### src/rtl/rvfi_order_sequencer_if.sv
// Bundle carrying the multi-channel RVFI retirement inputs and the serialized
// valid/ready output stream of rvfi_order_sequencer.
interface rvfi_order_sequencer_if #(
  parameter int XLEN = 32,
  parameter int NRET = 2
);
  logic [NRET-1:0]      rvfi_valid;
  logic [NRET*8-1:0]    rvfi_order;
  logic [NRET*32-1:0]   rvfi_insn;
  logic [NRET-1:0]      rvfi_trap;
  logic [NRET*XLEN-1:0] rvfi_pc_rdata;
  logic [NRET*XLEN-1:0] rvfi_pc_wdata;

  logic                 out_valid;
  logic                 out_ready;
  logic [7:0]           out_order;
  logic [31:0]          out_insn;
  logic                 out_trap;
  logic [XLEN-1:0]      out_pc_rdata;
  logic [XLEN-1:0]      out_pc_wdata;

  modport master (
    output rvfi_valid, rvfi_order, rvfi_insn, rvfi_trap, rvfi_pc_rdata, rvfi_pc_wdata,
    output out_ready,
    input  out_valid, out_order, out_insn, out_trap, out_pc_rdata, out_pc_wdata
  );

  modport slave (
    input  rvfi_valid, rvfi_order, rvfi_insn, rvfi_trap, rvfi_pc_rdata, rvfi_pc_wdata,
    input  out_ready,
    output out_valid, out_order, out_insn, out_trap, out_pc_rdata, out_pc_wdata
  );
endinterface

### src/rtl/rvfi_order_sequencer.sv
// Reorders RVFI retirements from NRET channels into one strictly order-sequenced
// stream, using an order-indexed slot buffer of DEPTH entries.
module rvfi_order_sequencer #(
  parameter int XLEN  = 32,
  parameter int NRET  = 2,
  parameter int DEPTH = 8
) (
  input  logic                  clk,
  input  logic                  reset,
  rvfi_order_sequencer_if.slave bus,
  output logic                  err_window,
  output logic                  err_dup
);
  localparam int IDXW = $clog2(DEPTH);
  localparam logic [7:0] DEPTH_W = 8'(DEPTH);

  logic [DEPTH-1:0] occ;
  logic [7:0]       slot_order    [DEPTH];
  logic [31:0]      slot_insn     [DEPTH];
  logic             slot_trap     [DEPTH];
  logic [XLEN-1:0]  slot_pc_rdata [DEPTH];
  logic [XLEN-1:0]  slot_pc_wdata [DEPTH];

  logic [7:0]       next_order;
  logic [IDXW-1:0]  head;
  logic             load;

  logic [7:0]       ch_order [NRET];
  logic [7:0]       ch_dist  [NRET];
  logic [IDXW-1:0]  ch_idx   [NRET];
  logic [NRET-1:0]  ch_win_err;
  logic [NRET-1:0]  ch_dup_err;
  logic [NRET-1:0]  ch_accept;

  assign head = next_order[IDXW-1:0];
  assign load = (!bus.out_valid || bus.out_ready) && occ[head];

  // Lower channels are resolved first so they win any same-slot collision.
  always_comb begin
    for (int c = 0; c < NRET; c++) begin
      ch_order[c]   = bus.rvfi_order[c*8 +: 8];
      ch_dist[c]    = ch_order[c] - next_order;
      ch_idx[c]     = ch_order[c][IDXW-1:0];
      ch_win_err[c] = 1'b0;
      ch_dup_err[c] = 1'b0;
      ch_accept[c]  = 1'b0;
    end
    for (int c = 0; c < NRET; c++) begin
      if (bus.rvfi_valid[c]) begin
        if (ch_dist[c] >= DEPTH_W) begin
          ch_win_err[c] = 1'b1;
        end else begin
          ch_dup_err[c] = occ[ch_idx[c]];
          for (int p = 0; p < c; p++) begin
            if (ch_accept[p] && (ch_idx[p] == ch_idx[c])) ch_dup_err[c] = 1'b1;
          end
          ch_accept[c] = !ch_dup_err[c];
        end
      end
    end
  end

  always_ff @(posedge clk) begin
    if (reset) begin
      occ              <= '0;
      next_order       <= '0;
      bus.out_valid    <= 1'b0;
      bus.out_order    <= '0;
      bus.out_insn     <= '0;
      bus.out_trap     <= 1'b0;
      bus.out_pc_rdata <= '0;
      bus.out_pc_wdata <= '0;
      err_window       <= 1'b0;
      err_dup          <= 1'b0;
    end else begin
      for (int c = 0; c < NRET; c++) begin
        if (ch_accept[c]) occ[ch_idx[c]] <= 1'b1;
      end
      // An accepted insert can never target the head slot while it is loading.
      if (load) begin
        occ[head]        <= 1'b0;
        bus.out_valid    <= 1'b1;
        bus.out_order    <= slot_order[head];
        bus.out_insn     <= slot_insn[head];
        bus.out_trap     <= slot_trap[head];
        bus.out_pc_rdata <= slot_pc_rdata[head];
        bus.out_pc_wdata <= slot_pc_wdata[head];
        next_order       <= next_order + 8'd1;
      end else if (bus.out_ready) begin
        bus.out_valid    <= 1'b0;
      end
      if (|ch_win_err) err_window <= 1'b1;
      if (|ch_dup_err) err_dup    <= 1'b1;
    end
  end

  always_ff @(posedge clk) begin
    for (int c = 0; c < NRET; c++) begin
      if (ch_accept[c]) begin
        slot_order[ch_idx[c]]    <= ch_order[c];
        slot_insn[ch_idx[c]]     <= bus.rvfi_insn[c*32 +: 32];
        slot_trap[ch_idx[c]]     <= bus.rvfi_trap[c];
        slot_pc_rdata[ch_idx[c]] <= bus.rvfi_pc_rdata[c*XLEN +: XLEN];
        slot_pc_wdata[ch_idx[c]] <= bus.rvfi_pc_wdata[c*XLEN +: XLEN];
      end
    end
  end
endmodule

### src/flat_wrapper.sv
// flat-port wrapper written by rule: the top's interface ports become plain ports
module rvfi_order_sequencer_flat 
#(
  parameter int XLEN  = 32,
  parameter int NRET  = 2,
  parameter int DEPTH = 8
)
  (clk, reset, err_window, err_dup, bus_rvfi_valid, bus_rvfi_order, bus_rvfi_insn, bus_rvfi_trap, bus_rvfi_pc_rdata, bus_rvfi_pc_wdata, bus_out_ready, bus_out_valid, bus_out_order, bus_out_insn, bus_out_trap, bus_out_pc_rdata, bus_out_pc_wdata);
  rvfi_order_sequencer_if #(.XLEN(XLEN), .NRET(NRET)) bus_i ();
  input  logic clk;
  input  logic reset;
  output logic err_window;
  output logic err_dup;
  input wire logic [$bits(bus_i.rvfi_valid)-1:0] bus_rvfi_valid;
  input wire logic [$bits(bus_i.rvfi_order)-1:0] bus_rvfi_order;
  input wire logic [$bits(bus_i.rvfi_insn)-1:0] bus_rvfi_insn;
  input wire logic [$bits(bus_i.rvfi_trap)-1:0] bus_rvfi_trap;
  input wire logic [$bits(bus_i.rvfi_pc_rdata)-1:0] bus_rvfi_pc_rdata;
  input wire logic [$bits(bus_i.rvfi_pc_wdata)-1:0] bus_rvfi_pc_wdata;
  input wire logic [$bits(bus_i.out_ready)-1:0] bus_out_ready;
  output wire logic [$bits(bus_i.out_valid)-1:0] bus_out_valid;
  output wire logic [$bits(bus_i.out_order)-1:0] bus_out_order;
  output wire logic [$bits(bus_i.out_insn)-1:0] bus_out_insn;
  output wire logic [$bits(bus_i.out_trap)-1:0] bus_out_trap;
  output wire logic [$bits(bus_i.out_pc_rdata)-1:0] bus_out_pc_rdata;
  output wire logic [$bits(bus_i.out_pc_wdata)-1:0] bus_out_pc_wdata;
  assign bus_i.rvfi_valid = bus_rvfi_valid;
  assign bus_i.rvfi_order = bus_rvfi_order;
  assign bus_i.rvfi_insn = bus_rvfi_insn;
  assign bus_i.rvfi_trap = bus_rvfi_trap;
  assign bus_i.rvfi_pc_rdata = bus_rvfi_pc_rdata;
  assign bus_i.rvfi_pc_wdata = bus_rvfi_pc_wdata;
  assign bus_i.out_ready = bus_out_ready;
  assign bus_out_valid = bus_i.out_valid;
  assign bus_out_order = bus_i.out_order;
  assign bus_out_insn = bus_i.out_insn;
  assign bus_out_trap = bus_i.out_trap;
  assign bus_out_pc_rdata = bus_i.out_pc_rdata;
  assign bus_out_pc_wdata = bus_i.out_pc_wdata;
  rvfi_order_sequencer #(.XLEN(XLEN), .NRET(NRET), .DEPTH(DEPTH)) u_core (.clk(clk), .reset(reset), .bus(bus_i), .err_window(err_window), .err_dup(err_dup));
endmodule
### config.mk
export PLATFORM = sky130hd
export DESIGN_NAME = rvfi_order_sequencer_flat
export DESIGN_NICKNAME = d
export VERILOG_FILES = /design/src/rtl/rvfi_order_sequencer_if.sv /design/src/rtl/rvfi_order_sequencer.sv /design/src/flat_wrapper.sv
export SDC_FILE = /design/constraint.sdc
export NUM_CORES = 1
export LEC_CHECK = 0
export CORE_UTILIZATION = 50
export CTS_CLUSTER_DIAMETER = 100
export CTS_CLUSTER_SIZE = 12
export DETAILED_ROUTE_END_ITERATION = 6
export MAX_ROUTING_LAYER = met4
export PLACE_DENSITY = 0.7
export SYNTH_ARGS = -nofsm -noshare
export SYNTH_HDL_FRONTEND = slang
export SYNTH_SLANG_ARGS = --single-unit
### constraint.sdc
create_clock -name clk -period 13.5 [get_ports clk]
set_clock_uncertainty 0.1 [all_clocks]
set_input_delay 4.05 -clock clk [delete_from_list [all_inputs] [get_ports clk]]
set_output_delay 4.05 -clock clk [all_outputs]
set_load 0.05 [all_outputs]
# After elaboration in Yosys (flattened, before gate mapping)

Memory sizes are Yosys's and may differ from the RTL's. A register that Yosys moved wholly into a read port is not among the register bits.
Cells that the tools add are included.

Register bits after elaboration: 19
RAM bits: 840
Memories kept: 5

Memories:

| memory               | depth | width | read ports | clocked after Yosys merged registers in | wr ports | RTL line                   | RTL |
|---|---|---|---|---|---|---|---|
| u_core.slot_insn     | 8     | 32    | 1          | 1                                       | 2        | rvfi_order_sequencer.sv:19 | `logic [31:0] slot_insn [DEPTH];` |
| u_core.slot_pc_rdata | 8     | 32    | 1          | 1                                       | 2        | rvfi_order_sequencer.sv:21 | `logic [XLEN-1:0] slot_pc_rdata [DEPTH];` |
| u_core.slot_pc_wdata | 8     | 32    | 1          | 1                                       | 2        | rvfi_order_sequencer.sv:22 | `logic [XLEN-1:0] slot_pc_wdata [DEPTH];` |
| u_core.slot_order    | 8     | 8     | 1          | 1                                       | 2        | rvfi_order_sequencer.sv:18 | `logic [7:0] slot_order [DEPTH];` |
| u_core.slot_trap     | 8     | 1     | 1          | 1                                       | 2        | rvfi_order_sequencer.sv:20 | `logic slot_trap [DEPTH];` |

Add/subtract/negate cells: 3
Eq/ne operators: 1
Order comparisons: 8
Muxes and demuxes: 38
Reductions and logical operators: 12
Bitwise logic cells: 4

Operators by type and width:

| cell                                                | count |
|---|---|
| 2-to-1 mux 8 bit                                    | 5 |
| 2-to-1 mux 1 bit                                    | 27 |
| >= comparator 8 x 4 -> 1 bit, second input constant | 2 |
| OR 8 bit                                            | 2 |
| subtractor 8 bit                                    | 2 |
| < comparator 3 x 4 -> 1 bit, second input constant  | 3 |
| binary-select mux 1 bit (select 3 bit)              | 3 |
| demux 1 bit (select 3 bit)                          | 3 |
| >= comparator 3 x 1 -> 1 bit, second input constant | 3 |
| adder 8 x 1 -> 8 bit, second input constant         | 1 |
| AND 8 bit                                           | 1 |
| inverter 8 bit                                      | 1 |
| logical AND 1 bit                                   | 5 |
| OR reduction 2 bit                                  | 2 |
| equality test 3 bit                                 | 1 |
| zero test 1 bit                                     | 3 |
| nonzero test 2 bit                                  | 1 |
| logical OR 1 bit                                    | 1 |

# Logic depth before layout (Yosys ltp)

Gate-level depths: netlist of the first run.

Word-level depth: 16
Mapped depth: 15
Depth with buffers taken out: 11

# Worst setup path before layout of the first run

Ideal clock, no wire load.

Kind: input-to-reg
From: input bus_rvfi_order[0]
To: memory u_core.slot_insn[7][0], enable pin
Stages on the path: 12
Path buffers: 2
Path slack: -909 ps
Arrival: 13596 ps
Required time: 12686 ps
Cells stage by stage: clkbuf_1 clkinv_1 ha_1 inv_1 fa_1 nand3_1 a211oi_1 a41oi_1 a2111oi_4 clkbuf_1 nand3_1 o21ai_0

RTL lines:

| element         | RTL line                   | RTL |
|---|---|---|
| start, declared | flat_wrapper.sv:15         | `input wire logic [$bits(bus_i.rvfi_order)-1:0] bus_rvfi_order;` |
| end, declared   | rvfi_order_sequencer.sv:19 |  |

==> results of run 1 <==
[layout by cell type, fill, tap and decap left out, drive strengths merged, types with 43 or more instances in the layout]
cell and n:
mux4 181, mux2i 69, dfxtp 124, nor2 127, edfxtp 840, nand2 213, clkbuf 157, a311oi 90
buf 43, mux2 817, clkdlybuf4s50 321
[worst max path at each step]
stage	from	cells after the start	slack (ns)	to
floorplan	bus_rvfi_order[0]	12	1.92	u_core.slot_insn[7][0]
detailed placement	bus_rvfi_order[8]	12	3.54	u_core.slot_insn[0][6]
CTS	bus_rvfi_order[8]	12	4.21	u_core.slot_pc_rdata[0][26]
global route	bus_rvfi_order[8]	12	3.82	u_core.slot_pc_rdata[0][30]
global placement	bus_rvfi_order[0]	14	3.59	u_core.slot_insn[3][1]
finish	bus_rvfi_order[0]	14	4.16	u_core.slot_insn[3][10]
[metal layers]
metal	share of wire, %	vias up	track usage (%)	wire (um)
li1	-	12113	-	-
met1	40	14447	33.9	50700
met2	51	933	47.1	64500
met3	6.4	188	4.42	8130
met4	2.5	0	8.06	3170
met5	0	-	-	0
[tightest hold or removal path, cell delays in order (launching register included)]
cell and delay, ns:
dfxtp_1 0.31, nor2_1 0.09, a311oi_1 0.05
[sequential cells by signal, indices dropped and copies added (netlist names)]
name,cells
u_core.err_window,1
u_core.next_order,8
u_core.bus.out_insn,32
u_core.bus.out_valid,1
u_core.occ,8
u_core.slot_pc_wdata,256
u_core.slot_order,64
u_core.bus.out_pc_wdata,32
u_core.bus.out_pc_rdata,32
u_core.slot_trap,8
u_core.bus.out_trap,1
u_core.slot_insn,256
u_core.slot_pc_rdata,256
u_core.err_dup,1
u_core.bus.out_order,8
[kinds of logic (layout without fill, tap and decap cells)]
group / Yosys count / in the layout / share of synthesized area [%]
muxes: 1067 / 1067 / 30.1
DFF: 964 / 964 / 59.8
and+or+nand+nor: 440 / 440 / 4.04
buffers and inverters: 231 / 542 / 2.15
AOI/OAI and AO/OA: 190 / 190 / 3.16
adders and majority gates: 17 / 17 / 0.491
xor gates and xnor gates: 13 / 13 / 0.246
other: 0 / 22 / 0
[cell type report]
| cell class | count | area, sq um | area share (%) |
|---|---|---|---|
| multi-input combinational | 1727 | 17800 | 33.3 |
| clock inverter | 4 | 36.3 | 0.0680 |
| clock buffer | 157 | 2550 | 4.77 |
| tap | 1243 | 1560 | 2.92 |
| inverter | 17 | 66.3 | 0.124 |
| antenna | 22 | 55.1 | 0.103 |
| sequential | 964 | 27700 | 52.0 |
| timing repair buffer | 364 | 3590 | 6.73 |
[report_power, final]
part / internal (mW) / total (mW) / switching (mW)
clock: 1.27 / 2.36 / 1.09
combinational: 0.163 / 0.315 / 0.151
sequential: 3.24 / 3.24 / 0.00270
[per-stage QoR]
stage	power (mW)	hold slack, ns	cell area, sq um
floorplan	3.46	0.361	46400
global placement	3.60	0.392	50700
detailed placement	3.62	0.392	50700
CTS	5.96	0.401	53300
global route	6.08	0.420	53300
finish	5.92	0.396	53300
==> out/metrics.csv, run 1 <==
metric,value,unit
cts_tree,done,
vias_per_cell,6.15,
ant_nets,0,
synthTopCellsByArea,"edfxtp_1 54%, mux2_2 19%, mux4_2 8.8%",
netlist_top_cells_count,"840 x edfxtp_1, 785 x mux2_2, 213 x nand2_1",
timing.critical_path.max_delay_family,buffers and inverters,
rows,111,
worstSetupEndpointType,flip-flop,
vdd_drop_max,0.0891,mV
die_h,306,um
fmax,107,MHz
cts_setup_buffers,0,
final_util,58.1,%
r2r_start,u_core.next_order[2],
finalSetupTns,0,ns
post-dp-hpwl,69800,um
final_cells,4498,
htreeDepth,3,
grt.overflow.total,0,
cap_violations,0,
drv_slew,0,
synth-main-ff-cell,edfxtp_1,
critPathRequiredTime,13.76,ns
syn_nets,3154,
p_leak,16.9,nW
min_from,u_core.bus.out_insn[24],
crit_path_start_kind,input port,
min_period,9.34,ns
pwr_density_cell,111,mW/mm^2
cp_num_buf_inv,5,
nFillCells,7039,
syn_area,0.0464,sq mm
clk-insertion-delay-late,0.64,ns
status,completed,
gr-usage-all-layers,27.6,%
ctsHoldBuffers,0,
wl_per_cell,28.1,um
max_slew_margin,23.5,%
yosysWarnings,0,
first_global_vias,29433,
start_util,50.5,%
drt-initial-drc-count,2279,
core,0.0918,sq mm
hold_class,flip-flop to flip-flop,
cts_resized,0,
ys_async_sr_fraction,0,%
gp_congestion,0.890,
cp_max_fo,58,
holdPathStages,2,
synthToLayoutAreaGrowth,15.1,%
path_class,input port to flip-flop,
drive_gt1_share,35.0,%
crit_path_cell_trace,"clkdlybuf4s50_1, clkinv_1, ha_1, inv_1, fa_1, nand3_1, a211oi_1, a41oi_1, a2111oi_4, a21boi_4, nand4_4, buf_4, buf_4, mux2_1",
clk_pin_slew,0.06,ns
cp.arrival,9.61,ns
synthCells,2922,
grt_max_degree,160,
synth_top_area_share,54.4,%
timing.rr.end,u_core.slot_insn[3][10],
crit_slowest_cell,a2111oi_4,
synth-edff-count,840,
die_x,306,um
yosysMostFrequentCell,edfxtp_1,
clk_path_buf_depth,3,
critPathMostFrequentCell,buf_4,
synth_cell_types,55,
slowest_delay,0.83,ns
hold_path_end,u_core.bus.out_insn[24],
cts_buffers,90,
via_count,27681,
rsz0062_at_grt,false,
io_pins,323,
grt_pass1_wl,187000,um
finalSetupViolCount,0,
finalCritPeriodShare,69.2,%
pre_cts_slack,3.54,ns
reg2reg_depth,11,
syn_avg_cell_area,15.9,sq um
grt_antenna_before_repair,20,
drc,0,
worst_pin_slew,1.14,ns
synth_top_cell_by_area,edfxtp_1,
dp_cells,4315,
layout_setup_ws,4.16,ns
wl,127000,um
ys_seq_area_share,59.8,%
dieArea,0.0939,sq mm
ys_seq_elements,964,
firstDrtPassIters,5,
finalHoldViolCount,0,
numPortBuffers,322,
rrSetupSlack,6.82,ns
layout.nets,3396,
cts_root_buf,clkbuf_16,
cts.sinks,964,
Note: power is estimated with default switching activity, not from simulation.
==> inputs of run 2 (changes only) <==
--- a/config.mk
+++ b/config.mk
@@ -10,7 +10,7 @@
 export CTS_CLUSTER_SIZE = 12
 export DETAILED_ROUTE_END_ITERATION = 6
 export MAX_ROUTING_LAYER = met4
-export PLACE_DENSITY = 0.7
+export PLACE_DENSITY = 0.67
 export SYNTH_ARGS = -nofsm -noshare
 export SYNTH_HDL_FRONTEND = slang
 export SYNTH_SLANG_ARGS = --single-unit
==> constraint.sdc (replaced) <==
create_clock -name clk -period 8.8 [get_ports clk]
set_clock_uncertainty 0.1 [all_clocks]
set_input_delay 2.64 -clock clk [delete_from_list [all_inputs] [get_ports clk]]
set_output_delay 2.64 -clock clk [all_outputs]
set_load 0.05 [all_outputs]
==> out/metrics.csv, run 2 (same netlist as run 1, synthesis figures left out) <==
metric,value,unit,change
clk-insertion-delay-late,0.66,ns,+0.02 ns
finalHoldViolCount,0,,unchanged
holdPathStages,2,,unchanged
pre_cts_slack,1.25,ns,-2.29 ns
power,9.13,mW,+54%
die_x,306,um,unchanged
via_count,27933,,+0.91%
layout.nets,3416,,+0.59%
grt_pass1_wl,190000,um,+1.7%
cp_max_fo,34,,-41%
cp.arrival,7.29,ns,-2.32 ns
grt_use_met2,47.4,%,+0.35 points
path_class,input port to flip-flop,,
post-dp-hpwl,70300,um,+0.69%
slowest_delay,0.78,ns,-0.05 ns
crit_slowest_cell,a2111oi_4,,
min_from,u_core.bus.out_pc_rdata[23],,
final_cells,4539,,+0.91%
crit_path_start_kind,input port,,
crit_path_cell_trace,"clkdlybuf4s50_1, clkinv_1, ha_1, inv_1, fa_1, nand3_1, a211oi_1, a41oi_1, a2111oi_4, a21boi_4, nand3_4, buf_4, mux2_2",,
cts_tree,done,,
pwr_density_cell,170,mW/mm^2,+53%
globalRouteMet3Util,6.24,%,+1.8 points
rsz0062_at_grt,false,,
reg2reg_depth,10,,-1
wl,128000,um,+1.2%
worstSetupEndpointType,flip-flop,,
wl_per_cell,28.2,um,+0.27%
fin_area,0.0538,sq mm,+0.85%
worst_pin_slew,1.13,ns,-0.0160 ns
cts_setup_buffers,0,,unchanged
vias_per_cell,6.15,,about the same
io_pins,323,,unchanged
crit_start,bus_rvfi_order[0],,
gp_congestion,0.898,,+0.89%
numPortBuffers,322,,unchanged
cp_num_buf_inv,4,,-1
first_global_vias,29416,,-0.058%
final_common_cell,edfxtp_1,,
internal-power,7.19,mW,+54%
mostFrequentLayoutCells,"840 x edfxtp_1, 785 x mux2_2, 321 x clkdlybuf4s50_1",,
clk_path_buf_depth,3,,unchanged
htreeDepth,3,,unchanged
dieArea,0.0939,sq mm,unchanged
min_period,6.99,ns,
drt-initial-drc-count,2339,,+2.6%
rows,111,,unchanged
swShare,21.2,%,+0.21 points
max_slew_margin,24.8,%,+1.2 points
start_util,50.5,%,unchanged
cts_root_buf,clkbuf_16,,
placed_cell_area,0.0511,sq mm,+0.72%
drv_slew,0,,unchanged
clk_pin_slew,0.06,ns,about the same
p_comb_share,5.2,%,about the same
clkPwrFrac,40.3,%,+0.4 points
gr-usage-all-layers,28.3,%,+0.67 points
dp_cells,4335,,+0.46%
firstDrtPassIters,5,,unchanged
fmax,143,MHz,
cts_resized,0,,unchanged
cts.sinks,964,,unchanged
vdd_drop_max,0.131,mV,+47%
cp-endpoint,u_core.slot_insn[0][9],,
hold_class,flip-flop to flip-flop,,
path_depth,13,,-1
status,completed,,
synthToLayoutAreaGrowth,16.0,%,
grt.overflow.total,0,,unchanged
cap_violations,0,,unchanged
grt_max_degree,144,,-10%
r2r_start,u_core.next_order[1],,
core,0.0918,sq mm,unchanged
layout_setup_ws,1.81,ns,-2.35 ns
grt_antenna_before_repair,32,,+60%
timing.rr.end,u_core.slot_insn[0][9],,
p_sw,1.94,mW,+56%
pwr-share-seq,54.5,%,-0.3 points
ctsHoldBuffers,0,,unchanged
drive_gt1_share,35.4,%,+0.37 points
rrSetupSlack,3.50,ns,-3.32 ns
finalSetupViolCount,0,,unchanged
drc,0,,unchanged
busiest_layer,met2,,
grt_use_met1,34.1,%,+0.23 points
die_h,306,um,unchanged
timing.critical_path.max_delay_family,buffers and inverters,,
critPathRequiredTime,9.09,ns,-4.67 ns
finalCritPeriodShare,79.4,%,
p_leak,17.1,nW,+1.2%
ant_nets,0,,unchanged
finalSetupTns,0,ns,unchanged
cts_buffers,90,,unchanged
==> run 2: metrics by stage <==
| stage | utilization [%] | hold slack, ns |
|---|---|---|
| final | 58.6 | 0.397 |
| after global routing | 58.6 | 0.409 |
| after CTS | 58.5 | 0.400 |
| after detailed placement | 55.6 | 0.391 |
| after global placement | 55.6 | 0.386 |
| after floorplan | - | 0.361 |
==> run 2: worst reg2reg max path: stages, from the launching register on <==
cell	delay (ns)
dfxtp_4	0.78
inv_4	0.50
ha_1	0.36
a21oi_1	0.23
a21oi_1	0.11
or3_1	0.38
a2111oi_4	0.79
a21boi_4	0.25
nand3_4	0.68
buf_4	0.48
mux2_2	0.39
==> run 2: worst min path at each step <==
stage | end
floorplan | u_core.occ[1]
global placement | u_core.bus.out_insn[11]
detailed placement | u_core.bus.out_pc_rdata[23]
CTS | u_core.bus.out_order[7]
global route | u_core.bus.out_order[7]
finish | u_core.bus.out_pc_rdata[23]
==> run 2: layout make-up <==
type / count / area (sq um)
fillers: 7092 / 38000
inverters: 17 / 66.3
clock inverters: 6 / 71.3
well taps: 1243 / 1560
multi-input cells: 1727 / 17800
repair buffers: 384 / 3950
diodes: 35 / 87.6
clock buffers: 163 / 2570
flip-flops and latches: 964 / 27700
==> run 2: routing by layer <==
layer | share of wire (%) | up-vias | wire (um)
li1 | - | 12172 | -
met5 | 0 | - | 0
met2 | 51 | 952 | 65300
met1 | 39 | 14615 | 50500
met4 | 2.6 | 0 | 3340
met3 | 6.9 | 194 | 8900
==> run 2: power by group through the flow <==
stage | Sequential, mW | Combinational [mW] | Clock, mW
floorplan | 5.08 | 0.233 | 0
global placement | 5.07 | 0.452 | 0
detailed placement | 5.07 | 0.474 | 0
CTS | 4.97 | 0.477 | 3.74
global route | 4.97 | 0.517 | 3.90
finish | 4.97 | 0.479 | 3.68
==> inputs of run 3 (changes only) <==
--- a/config.mk
+++ b/config.mk
@@ -10,7 +10,7 @@
 export CTS_CLUSTER_SIZE = 12
 export DETAILED_ROUTE_END_ITERATION = 6
 export MAX_ROUTING_LAYER = met4
-export PLACE_DENSITY = 0.67
+export PLACE_DENSITY = 0.7
 export SYNTH_ARGS = -nofsm -noshare
 export SYNTH_HDL_FRONTEND = slang
 export SYNTH_SLANG_ARGS = --single-unit
==> constraint.sdc (replaced) <==
create_clock -name clk -period 6 [get_ports clk]
set_clock_uncertainty 0.1 [all_clocks]
set_input_delay 1.8 -clock clk [delete_from_list [all_inputs] [get_ports clk]]
set_output_delay 1.8 -clock clk [all_outputs]
set_load 0.05 [all_outputs]
==> out/metrics.csv, run 3 (same netlist as run 1, synthesis figures left out) <==
metric,value,unit,change
status,completed,,
finalSetupViolCount,0,,unchanged
grt_pass1_wl,189000,um,-0.74%
max_slew_margin,25.8,%,+1.0 points
cts_root_buf,clkbuf_16,,
post-dp-hpwl,73500,um,+4.6%
clk_pin_slew,0.06,ns,about the same
crit_slowest_cell,clkdlybuf4s50_1,,
hold_path_end,u_core.bus.out_insn[1],,
grt.overflow.total,0,,unchanged
fin_area,0.0545,sq mm,+1.3%
final_cells,4564,,+0.55%
clk-insertion-delay-late,0.67,ns,about the same
grt_antenna_before_repair,27,,-16%
io_pins,323,,unchanged
cap_violations,0,,unchanged
numPortBuffers,322,,unchanged
final_util,59.3,%,+0.74 points
drv_slew,0,,unchanged
path_class,input port to flip-flop,,
slowest_delay,0.58,ns,-0.20 ns
multi_input_area,0.0178,sq mm,+0.34%
min_period,5.12,ns,
finalHoldViolCount,0,,unchanged
reg2reg_depth,10,,unchanged
dp_cells,4376,,+0.95%
vdd_drop_max,0.212,mV,+62%
cts_resized,0,,unchanged
critPathRequiredTime,6.23,ns,-2.86 ns
worst_pin_slew,1.11,ns,-0.0155 ns
crit_path_cell_trace,"clkdlybuf4s50_1, ha_1, a21oi_1, o21ai_0, or3_1, a2111oi_4, buf_4, nand4_1, nand2_8, buf_12",,
wl_per_cell,27.9,um,-1.3%
final_common_cell,edfxtp_1,,
power,13.3,mW,+46%
drt-initial-drc-count,2193,,-6.2%
p_leak,17.4,nW,+1.9%
rows,111,,unchanged
timing.rr.end,u_core.slot_insn[3][9],,
met1_length,50800,um,+0.61%
worstSetupEndpointType,flip-flop,,
layout_setup_ws,0.878,ns,-0.931 ns
cp_max_fo,33,,-2.9%
htreeDepth,3,,unchanged
clk_path_buf_depth,3,,unchanged
pre_cts_slack,0.245,ns,-1.01 ns
synthToLayoutAreaGrowth,17.5,%,
via_count,27920,,-0.047%
grt_max_degree,142,,-1.4%
finalSetupTns,0,ns,unchanged
hold_class,flip-flop to flip-flop,,
core,0.0918,sq mm,unchanged
nFillCells,6930,,-2.3%
rrSetupSlack,1.31,ns,-2.19 ns
hold_slack,0.398,ns,+0.00163 ns
r2r_start,u_core.next_order[2],,
rsz0062_at_grt,false,,
cts_tree,done,,
ant_nets,0,,unchanged
vias_per_cell,6.12,,-0.59%
min_from,u_core.bus.out_insn[1],,
die_h,306,um,unchanged
cp.arrival,5.35,ns,-1.94 ns
dieArea,0.0939,sq mm,unchanged
holdPathStages,2,,unchanged
drc,0,,unchanged
fmax,195,MHz,
gr-usage-all-layers,27.9,%,-0.40 points
cts_setup_buffers,0,,unchanged
start_util,50.5,%,unchanged
drive_gt1_share,36.2,%,+0.86 points
wl,127000,um,-0.73%
dr_wl_met2,64500,um,-1.3%
layout.nets,3457,,+1.2%
ctsHoldBuffers,0,,unchanged
cts_buffers,90,,unchanged
firstDrtPassIters,7,,+2
cts.sinks,964,,unchanged
crit_path_start_kind,input port,,
placed_cell_area,0.0518,sq mm,+1.5%
first_global_vias,29847,,+1.5%
die_x,306,um,unchanged
met3WireLength,8280,um,-7.0%
register_area,0.0277,sq mm,unchanged
pwr_density_cell,245,mW/mm^2,+44%
finalCritPeriodShare,85.4,%,
top_layer,met4,,
mostFrequentLayoutCells,"840 x edfxtp_1, 785 x mux2_2, 321 x clkdlybuf4s50_1",,
gp_congestion,0.841,,-6.4%
[run 3: cell count changes in the layout (fill, tap and decap cells not counted), moves of 2 or more]
cell and change:
diode_2 -8, inv_6 -2, nand2_8 +7, clkbuf_1 -7, buf_12 +30, nand2_4 -7, buf_4 +11
[run 3: cell type report]
type,instances,share of cell area (%)
clock buffers,157,4.71
clock inverters,4,0.0551
well taps,1243,2.86
flip-flops and latches,964,50.9
diodes,27,0.124
repair buffers,425,8.51
inverters,17,0.124
multi-input cells,1727,32.7
[run 3: worst max path at each step]
stage	startpoint	endpoint	slack (ns)	cells after the start
after floorplan	bus_rvfi_order[0]	u_core.slot_insn[7][0]	0.07	10
after global placement	bus_rvfi_order[4]	u_core.slot_insn[3][24]	0.26	10
after detailed placement	bus_rvfi_order[4]	u_core.slot_insn[3][24]	0.24	10
after CTS	bus_rvfi_order[4]	u_core.slot_insn[3][9]	0.94	10
after global routing	bus_rvfi_order[4]	u_core.slot_insn[3][9]	0.74	10
final	bus_rvfi_order[4]	u_core.slot_insn[3][9]	0.88	10
[run 3: worst max-delay path, delay by kind of cell]
kind,cells,cell delay (ns)
AND/OR/NAND/NOR,3,1.17
buffers and inverters,3,1.13
adder cells (fa/ha/maj),1,0.42
AO/OA/AOI/OAI,3,0.78
[run 3: routing by layer]
layer	global-route usage, %	vias to the layer above
met5	-	-
met4	8.93	0
met3	4.85	219
met2	47.0	994
met1	34.1	14479
li1	-	12228
[run 3: where the power goes]
| part | internal [mW] | leakage, nW | switching [mW] | total [mW] |
|---|---|---|---|---|
| combinational | 0.377 | 7.61 | 0.338 | 0.715 |
| sequential | 7.29 | 8.55 | 0.00645 | 7.30 |
| clock | 2.89 | 1.24 | 2.45 | 5.33 |
